$ cat src/rtl/hazard_stall_ctrl.sv
// Hazard / stall controller for a five-stage pipeline.
// Detects register read-after-write hazards between the D stage and the
// E/M stages (Tuse/Tnew scheme), tracks the multi-cycle mult/div unit and
// freezes the front end while either kind of hazard is present. A
// saturating counter records how many cycles were lost to stalls.
module hazard_stall_ctrl #(
    parameter int MULT_LAT = 5,
    parameter int DIV_LAT  = 10,
    parameter int CNT_W    = 16
) (
    input  logic             clk,
    input  logic             reset,
    input  logic [4:0]       D_rs_addr,
    input  logic [4:0]       D_rt_addr,
    input  logic [1:0]       D_tuse_rs,
    input  logic [1:0]       D_tuse_rt,
    input  logic [4:0]       E_wa,
    input  logic [1:0]       E_tnew,
    input  logic [4:0]       M_wa,
    input  logic [1:0]       M_tnew,
    input  logic             D_md_use,
    input  logic             E_md_start,
    input  logic             E_md_type,
    output logic             stall,
    output logic             E_clr,
    output logic             md_busy,
    output logic [CNT_W-1:0] stall_cnt
);

    typedef enum logic {
        IDLE = 1'b0,
        BUSY = 1'b1
    } md_state_t;

    md_state_t        state_q, state_d;
    logic [3:0]       md_cnt_q, md_cnt_d;
    logic [CNT_W-1:0] stall_cnt_q, stall_cnt_d;

    // Source operand 0 is rs, operand 1 is rt; both use the same check.
    logic [4:0] src_addr [2];
    logic [1:0] src_tuse [2];
    logic [1:0] src_hazard;
    logic       md_hazard;

    assign src_addr[0] = D_rs_addr;
    assign src_addr[1] = D_rt_addr;
    assign src_tuse[0] = D_tuse_rs;
    assign src_tuse[1] = D_tuse_rt;

    // A producer is a hazard only if its result arrives later than the
    // consumer needs it. $zero is never a real dependency, and a tuse of 3
    // can never be exceeded by a 2-bit tnew, so "unused" falls out naturally.
    generate
        for (genvar gi = 0; gi < 2; gi++) begin : g_src
            always_comb begin
                src_hazard[gi] = (src_addr[gi] != 5'd0) &&
                                 (((E_wa == src_addr[gi]) && (E_tnew > src_tuse[gi])) ||
                                  ((M_wa == src_addr[gi]) && (M_tnew > src_tuse[gi])));
            end
        end
    endgenerate

    // The start cycle itself counts as busy, so a dependent instruction in D
    // is held even before the FSM has registered the start.
    assign md_busy   = E_md_start || (state_q == BUSY);
    assign md_hazard = D_md_use && md_busy;
    assign stall     = src_hazard[0] || src_hazard[1] || md_hazard;
    assign E_clr     = stall;
    assign stall_cnt = stall_cnt_q;

    // Mult/div occupancy FSM next state; starts while busy are ignored.
    always_comb begin
        state_d  = state_q;
        md_cnt_d = md_cnt_q;
        case (state_q)
            IDLE: begin
                if (E_md_start) begin
                    state_d  = BUSY;
                    md_cnt_d = E_md_type ? 4'(DIV_LAT) : 4'(MULT_LAT);
                end
            end
            BUSY: begin
                if (md_cnt_q <= 4'd1) begin
                    state_d  = IDLE;
                    md_cnt_d = 4'd0;
                end else begin
                    md_cnt_d = md_cnt_q - 4'd1;
                end
            end
            default: begin
                state_d  = IDLE;
                md_cnt_d = 4'd0;
            end
        endcase
    end

    // Stall counter next state: count each stalled edge, stick at all-ones.
    always_comb begin
        stall_cnt_d = stall_cnt_q;
        if (stall && (stall_cnt_q != {CNT_W{1'b1}})) begin
            stall_cnt_d = stall_cnt_q + CNT_W'(1);
        end
    end

    // State registers; reset aborts any mult/div window and clears the count.
    always_ff @(posedge clk or negedge reset) begin
        if (!reset) begin
            state_q     <= IDLE;
            md_cnt_q    <= 4'd0;
            stall_cnt_q <= '0;
        end else begin
            state_q     <= state_d;
            md_cnt_q    <= md_cnt_d;
            stall_cnt_q <= stall_cnt_d;
        end
    end

endmodule

$ cat config.mk
export PLATFORM = sky130hd
export DESIGN_NAME = hazard_stall_ctrl
export DESIGN_NICKNAME = d
export VERILOG_FILES = /design/src/rtl/hazard_stall_ctrl.sv
export SDC_FILE = /design/constraint.sdc
export NUM_CORES = 1
export LEC_CHECK = 0
export ABC_AREA = 1
export CORE_UTILIZATION = 40
export DETAILED_ROUTE_END_ITERATION = 7
export GPL_TIMING_DRIVEN = 0
export PLACE_DENSITY = 0.74
export REMOVE_ABC_BUFFERS = 1
export SYNTH_ARGS = -nofsm -noshare
export SYNTH_HDL_FRONTEND = slang
export SYNTH_SLANG_ARGS = --single-unit
$ cat constraint.sdc
create_clock -name clk -period 4.1 [get_ports clk]
set_clock_uncertainty 0.1 [all_clocks]
set_input_delay 1.23 -clock clk [delete_from_list [all_inputs] [get_ports clk]]
set_output_delay 1.23 -clock clk [all_outputs]
set_load 0.005 [all_outputs]
## Yosys cells after proc, flatten, opt, wreduce, memory -nomap -nowiden

Index checks and enable logic that the tools add are counted.
Widths: inputs -> output; s select.

- Bits in registers: 21
- Word-level logic and storage cells: 39
- Input port bits: 33

- Magnitude comparators: 5
- $add $sub $neg: 2
- Reduce and logical (&&, ||, !) cells: 15
- Muxes and demuxes: 7
- Equal/unequal tests: 6
- Bitwise gates (word level): 1

Operators by type and width:

| cell | count |
|---|---|
| $eq 5x5->1 | 4 |
| $add 16x1->16 const B | 1 |
| $ne 16x16->1 const B | 1 |
| $mux 4 | 3 |
| $reduce_bool 5->1 | 2 |
| $gt 2x2->1 | 4 |
| $logic_and 1x1->1 | 8 |
| $pmux 4 s2 | 1 |
| $logic_or 1x1->1 | 5 |
| $le 4x1->1 const B | 1 |
| $sub 4x1->4 const B | 1 |
| $mux 1 | 2 |
| $ne 2x2->1 const B | 1 |
| $pmux 1 s2 | 1 |
| $not 1->1 | 1 |

## Depth between registers and ports, before layout

Gate-level depths: netlist of the first run.

- Depth in word-level cells: 7
- Gate-level depth with buffers: 15
- Depth with buffers taken out: 14

## Worst setup path before layout of the first run

Ideal clock, no wire load.

- Kind: input to output
- Start: input D_tuse_rs[1]
- End: output stall
- Path buffers: 2
- Arrival time: 2.347 ns
- Stages: 11
- Path slack: 0.423 ns
- Path through: inv_1 -> ha_1 -> nand2_1 -> inv_1 -> nor3_1 -> nand3_1 -> nand2_1 -> nand2_1 -> nand3_2 -> buf_4 -> buf_4

- Cells in the longest elaborated chain, start to end: 6
- Elaborated cells between the ends (all ways): 8

Ends and longest elaborated chain:

| what | line | RTL |
|---|---|---|
| start: declaration | 15 | `input logic [1:0] D_tuse_rs,` |
| $gt 2x2->1, on equally long branches | 57, 58 |  |
| $logic_and 1x1->1, on equally long branches | 57, 58 |  |
| $logic_or 1x1->1 (*) | 57 | `(((E_wa == src_addr[gi]) && (E_tnew > src_tuse[gi])) \|\|` |
| $logic_and 1x1->1 (*) | 56 | `src_hazard[gi] = (src_addr[gi] != 5'd0) &&` |
| $logic_or 1x1->1 (*) (2 in a row) | 67 | `assign stall = src_hazard[0] \|\| src_hazard[1] \|\| md_hazard;` |
| end: declaration | 24 | `output logic stall,` |

Every way passes the cells marked *; elsewhere a longest branch is shown, timed or not.

## Final worst setup path of the first run

- Start: input D_tuse_rs[0]
- End: output E_clr

- Cells in the longest elaborated chain, start to end: 6
- Elaborated cells between the ends (all ways): 8

Ends and longest elaborated chain:

| what | line | RTL |
|---|---|---|
| $gt 2x2->1, on equally long branches | 57, 58 |  |
| $logic_and 1x1->1, on equally long branches | 57, 58 |  |
| $logic_or 1x1->1 (*) | 57 |  |
| $logic_and 1x1->1 (*) | 56 |  |
| $logic_or 1x1->1 (*) (2 in a row) | 67 |  |
| end: declaration | 25 | `output logic E_clr,` |

Marked as above.

==> impl_metrics.toml, run 1 <==
[run_status]
status = "finished, final reports clean"

[die]
rows = 24
core_area_um2 = 4410
die_x_um = 70.2
die_area_um2 = 4920
initial_core_util_pct = 42.1
fp.dieH_um = 70.2
ios = 52

[synthesis]
ys_ff_latch = 21
ys_seq_area_share_pct = 28.3
ys_types = 30
synth_area_um2 = 1860
synth_area_per_cell_um2 = 6.54
ys.warnings.count = 0
synthCells = 284

[cts]
clock_latency_ns = 0.26
cts.sinks = 21
cts.path.max_buffers = 2
path_clk_slew_ns = 0.08
cts-root-buf = "clkbuf_8"
cts_tree = "yes"
ctsHtreeMaxLevel = 1
cts_buffers = 3

[place]
dpl.hpwl_mm = 3.41
port_buffers = 51
gp_congestion = 0.854
preCtsSetupSlack_ns = -0.699

[final_layout]
final_cell_mix = "97 x nand2_1, 43 x clkdlybuf4s50_1, 34 x inv_1, 32 x nand3_1, 25 x nor2_1"
fill_cells = 426
layout_commonest_cell = "nand2_1"
seqCellArea_um2 = 526
multi_input_area_um2 = 1230
final_nets = 385
syn2layout_area_growth_pct = 39.8
drive_gt1_share_pct = 12.6
antenna_cells = 0

[sta]
fmax_ghz = 0.248
worst_pin_slew_ns = 0.950
slew_headroom_pct = 36.5
hold_ws_ns = 0.434
setup_violations = 0
fin_setup_tns_ns = 0
slew_violations = 0
min_period_over_period_pct = 98.5
final_hold_viol_count = 0
fin_ws_ns = 0.0629
period_needed_ns = 4.04

[route]
viasPerCell = 4.98
dr.pass1.iters = 4
avgRoutedWirePerCell_um = 12.2
routed_wl_mm = 4.77
drtIter0Drc = 87
antenna_left = 0
drcViolationCount = 0
via_count = 1951

[global_route]
met1_usage_pct = 23.7
grt_pass1_vias = 1814
antenna_found_initial = 0
grt_util_all_layers_pct = 19.0
grt_pass1_wl_mm = 7.69
met3_usage_pct = 1.73
overflow = 0
gr-max-usage-layer = "met2"
grt_max_degree = 22
use_met2_pct = 33.7

[hold_path]
holdCritPathClass = "reg2reg"

[setup_path]
cp.required_ns = 2.77
cp-end-kind = "primary output"
worstPathArrival_ns = 2.71
crit_fanout = 3
worstSetupPathType = "in2out"
startpoint_type = "input pin"

[power_and_ir_drop]
p_int_uw = 526
irDropWorstVdd_uv = 156
switching_power_uw = 324
powerDensity_nw_per_um2 = 327
seq_power_share_pct = 37.7
pwr-share-clk_pct = 16.4
p_sw_share_pct = 38.1
combPwrFrac_pct = 45.9
leakage_uw = 0.00134
finalPower_uw = 850

[job]
maxCapViolCount = 0
synthesized netlist by cell type:
| library cell | n | area (um^2) |
|---|---|---|
| nor2_1 | 25 | 93.8 |
| nand4_1 | 2 | 12.5 |
| o31ai_1 | 1 | 7.51 |
| inv_1 | 38 | 143 |
| nand3_2 | 2 | 20.0 |
| dfrtp_1 | 21 | 526 |
| xnor2_1 | 3 | 26.3 |
| nor3_4 | 1 | 16.3 |
| a2bb2oi_1 | 1 | 8.76 |
| o21ai_1 | 1 | 5.00 |
| nor3_1 | 6 | 30.0 |
| buf_2 | 1 | 5.00 |
| nand2_2 | 1 | 6.26 |
| o21bai_1 | 1 | 7.51 |
| xor2_1 | 11 | 96.3 |
| or2_2 | 1 | 6.26 |
| a21oi_1 | 6 | 30.0 |
| o22ai_1 | 1 | 6.26 |
| nor4_2 | 1 | 12.5 |
| buf_4 | 3 | 22.5 |
| inv_2 | 7 | 26.3 |
| a22oi_1 | 1 | 7.51 |
| buf_6 | 1 | 11.3 |
| nor2_4 | 1 | 11.3 |
| ha_1 | 11 | 138 |
| o21ai_0 | 2 | 10.0 |
| nand2_1 | 99 | 372 |
| nand4_4 | 1 | 21.3 |
| nor3_2 | 2 | 20.0 |
| nand3_1 | 32 | 160 |
cell families (layout without fill, tap and decap cells):
group,Yosys count,in the layout,synth area share (%)
buffers and inverters,50,105,11.2
adders and majority gates,11,11,7.41
DFF,21,21,28.3
xor gates and xnor gates,14,14,6.60
and+or+nand+nor,174,175,42.1
AOI/OAI and AO/OA,14,14,4.45
worst max-delay path, cell delays in order:
cell	delay (ns)
clkdlybuf4s50_1	0.55
ha_1	0.26
nand2_1	0.06
nand3_1	0.07
nor2_1	0.10
nand3_1	0.08
nand2_1	0.08
nand2_2	0.07
nand3_4	0.09
buf_6	0.10
per-layer routing:
metal,share of wire (%),vias up
met5,0,-
met2,50,63
met1,44,874
li1,-,1004
met3,3.9,10
met4,1.7,0
metrics by stage:
| stage | std cells | util [%] | area, um^2 |
|---|---|---|---|
| after floorplan | 279 | - | 1820 |
| after global placement | 382 | 54.3 | 2390 |
| after detailed placement | 382 | 54.3 | 2390 |
| after CTS | 390 | 57.1 | 2520 |
| after global routing | 392 | 58.8 | 2600 |
| final | 392 | 58.8 | 2600 |
registers in the layout, summed over array words and instances (netlist names):
signal,count
stall_cnt,16
md_cnt_q,4
state_q,1
timing repair:
| action | in CTS | in global routing |
|---|---|---|
| cloned | 1 | 0 |
| pin swaps | 8 | 14 |
| hold buffers | 0 | 0 |
| gates resized for setup | 19 | 13 |
| buffers inserted | 3 | 2 |
| setup endpoints to repair | 2 | 2 |
power groups by stage:
| stage | clock network [uW] | registers, uW | logic [uW] |
|---|---|---|---|
| 6_report | 140 | 320 | 390 |
| 5_1_grt | 146 | 329 | 435 |
| 4_1_cts | 141 | 319 | 381 |
| 3_5_place_dp | 0 | 322 | 367 |
| 3_3_place_gp | 0 | 321 | 356 |
| 2_1_floorplan | 0 | 313 | 221 |
final timing paths:
| path | slack (ns) | cells after the start | to | startpoint |
|---|---|---|---|---|
| worst min register to register | 0.43 | 2 | stall_cnt[15]$_DFFE_PN0P_ | stall_cnt[15]$_DFFE_PN0P_ |
| max in group asynchronous | 1.93 | 1 | stall_cnt[8]$_DFFE_PN0P_ | reset |
| min in group asynchronous | 1.39 | 1 | stall_cnt[3]$_DFFE_PN0P_ | reset |
| worst min-delay path | 0.43 | 2 | stall_cnt[15]$_DFFE_PN0P_ | stall_cnt[15]$_DFFE_PN0P_ |
| worst max register to register | 2.25 | 7 | stall_cnt[2]$_DFFE_PN0P_ | stall_cnt[0]$_DFFE_PN0P_ |
| worst max-delay path | 0.06 | 10 | E_clr | D_tuse_rs[0] |
cell type report:
| cell class | instances | share of cell area (%) |
|---|---|---|
| multi-input combinational | 214 | 47.5 |
| timing repair buffer | 56 | 21.5 |
| sequential | 21 | 20.2 |
| inverter | 45 | 6.50 |
| tap | 52 | 2.50 |
| clock buffer | 4 | 1.73 |
No activity file was read; power rests on OpenSTA's default activity.
==> run 2, diff against run 1 <==
--- a/config.mk
+++ b/config.mk
@@ -8,9 +8,7 @@
 export ABC_AREA = 1
 export CORE_UTILIZATION = 40
 export DETAILED_ROUTE_END_ITERATION = 7
-export GPL_TIMING_DRIVEN = 0
 export PLACE_DENSITY = 0.74
-export REMOVE_ABC_BUFFERS = 1
 export SYNTH_ARGS = -nofsm -noshare
 export SYNTH_HDL_FRONTEND = slang
 export SYNTH_SLANG_ARGS = --single-unit
==> impl_metrics.toml, run 2 (same netlist as run 1, synthesis figures left out) <==
[final_layout]
largest_register_ff_count = 16
antenna_cells = 0
final_nets = 390
seqCellArea_um2 = 526
multi_input_area_um2 = 1180
drive_gt1_share_pct = 12.8
final_area_um2 = 2600
fill_cells = 446
layout_commonest_cell = "nand2_1"
syn2layout_area_growth_pct = 39.8
final_cell_mix = "97 x nand2_1, 44 x clkdlybuf4s50_1, 35 x inv_1, 32 x nand3_1, 25 x nor2_1"

[power_and_ir_drop]
powerDensity_nw_per_um2 = 328
leakage_uw = 0.00138
irDropWorstVdd_uv = 163
finalPower_uw = 852

[route]
avgRoutedWirePerCell_um = 11.1
drtIter0Drc = 90
via_count = 1907
routed_wl_mm = 4.41
dr.pass1.iters = 4
drcViolationCount = 0
viasPerCell = 4.80
antenna_left = 0

[synthesis]
syn-num-nets = 328

[sta]
final_hold_viol_count = 0
min_period_over_period_pct = 98.5
worst_pin_slew_ns = 0.947
setup_violations = 0
period_needed_ns = 4.04
rsz0062_at_grt = "false"
fmax_ghz = 0.248
slew_headroom_pct = 36.7
slew_violations = 0

[global_route]
overflow = 0
grt_pass1_vias = 1856
grt_util_all_layers_pct = 18.8
antenna_found_initial = 0
grt_max_degree = 22
grt_pass1_wl_mm = 7.58

[die]
ios = 52
die_area_um2 = 4920
fp.dieH_um = 70.2
initial_core_util_pct = 42.1
rows = 24
die_x_um = 70.2
core_area_um2 = 4410

[cts]
path_clk_slew_ns = 0.08
cts-root-buf = "clkbuf_8"
cts_buffers = 3
cts.sinks = 21
cts.path.max_buffers = 2
ctsHtreeMaxLevel = 1
cts_tree = "yes"
clock_latency_ns = 0.26

[setup_path]
endpoint = "stall"
r2r_end = "stall_cnt[4]$_DFFE_PN0P_"
critical_path.startpoint = "E_tnew[0]"
r2r_cells = 7
cp-end-kind = "primary output"
crit_fanout = 3
startpoint_type = "input pin"
regToRegSetupSlack_ns = 2.26
worstPathArrival_ns = 2.71
worstSetupPathType = "in2out"
cp.required_ns = 2.77
r2r_start = "stall_cnt[0]$_DFFE_PN0P_"

[hold_path]
holdCritPathClass = "reg2reg"
min_path_cells = 2

[place]
port_buffers = 51
gp_congestion = 0.825
dpl_cell_area_um2 = 2470
dpl.hpwl_mm = 3.60

[job]
maxCapViolCount = 0

[run_status]
status = "finished, final reports clean"
## run 2: cell types whose count changed in the layout (fill, tap and decap cells not counted)
cell | before | now
dlygate4sd2_1 | 2 | 0
a21oi_1 | 4 | 5
inv_2 | 11 | 10
ha_1 | 5 | 8
clkbuf_1 | 1 | 0
clkinv_2 | 0 | 1
dlymetal6s2s_1 | 4 | 5
ha_4 | 6 | 3
buf_4 | 5 | 11
a21oi_2 | 2 | 1
clkdlybuf4s50_1 | 43 | 44
inv_1 | 34 | 35
nand3_2 | 2 | 1
## run 2: worst min-delay path by stage
| stage | start | end | slack (ns) |
|---|---|---|---|
| after detailed placement | stall_cnt[14]$_DFFE_PN0P_ | stall_cnt[14]$_DFFE_PN0P_ | 0.42 |
| after floorplan | state_q$_DFF_PN0_ | state_q$_DFF_PN0_ | 0.40 |
| after global placement | stall_cnt[15]$_DFFE_PN0P_ | stall_cnt[15]$_DFFE_PN0P_ | 0.41 |
| after global routing | stall_cnt[14]$_DFFE_PN0P_ | stall_cnt[14]$_DFFE_PN0P_ | 0.49 |
| after CTS | stall_cnt[14]$_DFFE_PN0P_ | stall_cnt[14]$_DFFE_PN0P_ | 0.44 |
| final | stall_cnt[14]$_DFFE_PN0P_ | stall_cnt[14]$_DFFE_PN0P_ | 0.43 |
## run 2: routing by layer
layer | up-vias | track usage [%] | wire length [um]
met5 | - | 0 | 0
met4 | 0 | 5.78 | 34
met1 | 862 | 21.1 | 1940
met2 | 37 | 37.1 | 2320
li1 | 1006 | - | -
met3 | 2 | 1.44 | 116
## run 2: layout make-up
type / instances / share of cell area (%)
clock buffer: 3 / 1.59
clock inverter: 1 / 0.193
inverter: 45 / 6.50
multi-input combinational: 213 / 45.6
sequential: 21 / 20.2
tap: 52 / 2.50
timing repair buffer: 62 / 23.4
## run 2: repair_timing
action                     4_1_cts  5_1_grt
gates resized for setup         13       13
buffers inserted                 1        0
setup endpoints to repair        2        2
pin swaps                        3        8
hold buffers                     0        0
## run 2: critical path: stages
cell,delay [ns]
clkdlybuf4s50_1,0.46
inv_1,0.05
ha_1,0.28
nand2_1,0.06
nand2_1,0.05
nor2_1,0.11
nand3_1,0.08
nand2_1,0.10
nand2_2,0.08
nand3_4,0.11
buf_6,0.10
## run 2: stage by stage
step	hold WS (ns)	setup slack, ns	instances	setup TNS, ns	utilization (%)
CTS	0.439	0.0597	397	0	57.4
detailed placement	0.421	-0.392	392	-0.783	56.0
global placement	0.413	-0.390	392	-0.779	56.0
global route	0.489	0.00301	397	0	58.8
finish	0.432	0.0613	397	0	58.8
floorplan	0.395	0.423	284	0	-
## run 2: report_power, final
part / switching, uW / total, uW / internal, uW
sequential: 61.3 / 319 / 258
clock: 68.4 / 136 / 67.6
combinational: 189 / 397 / 208
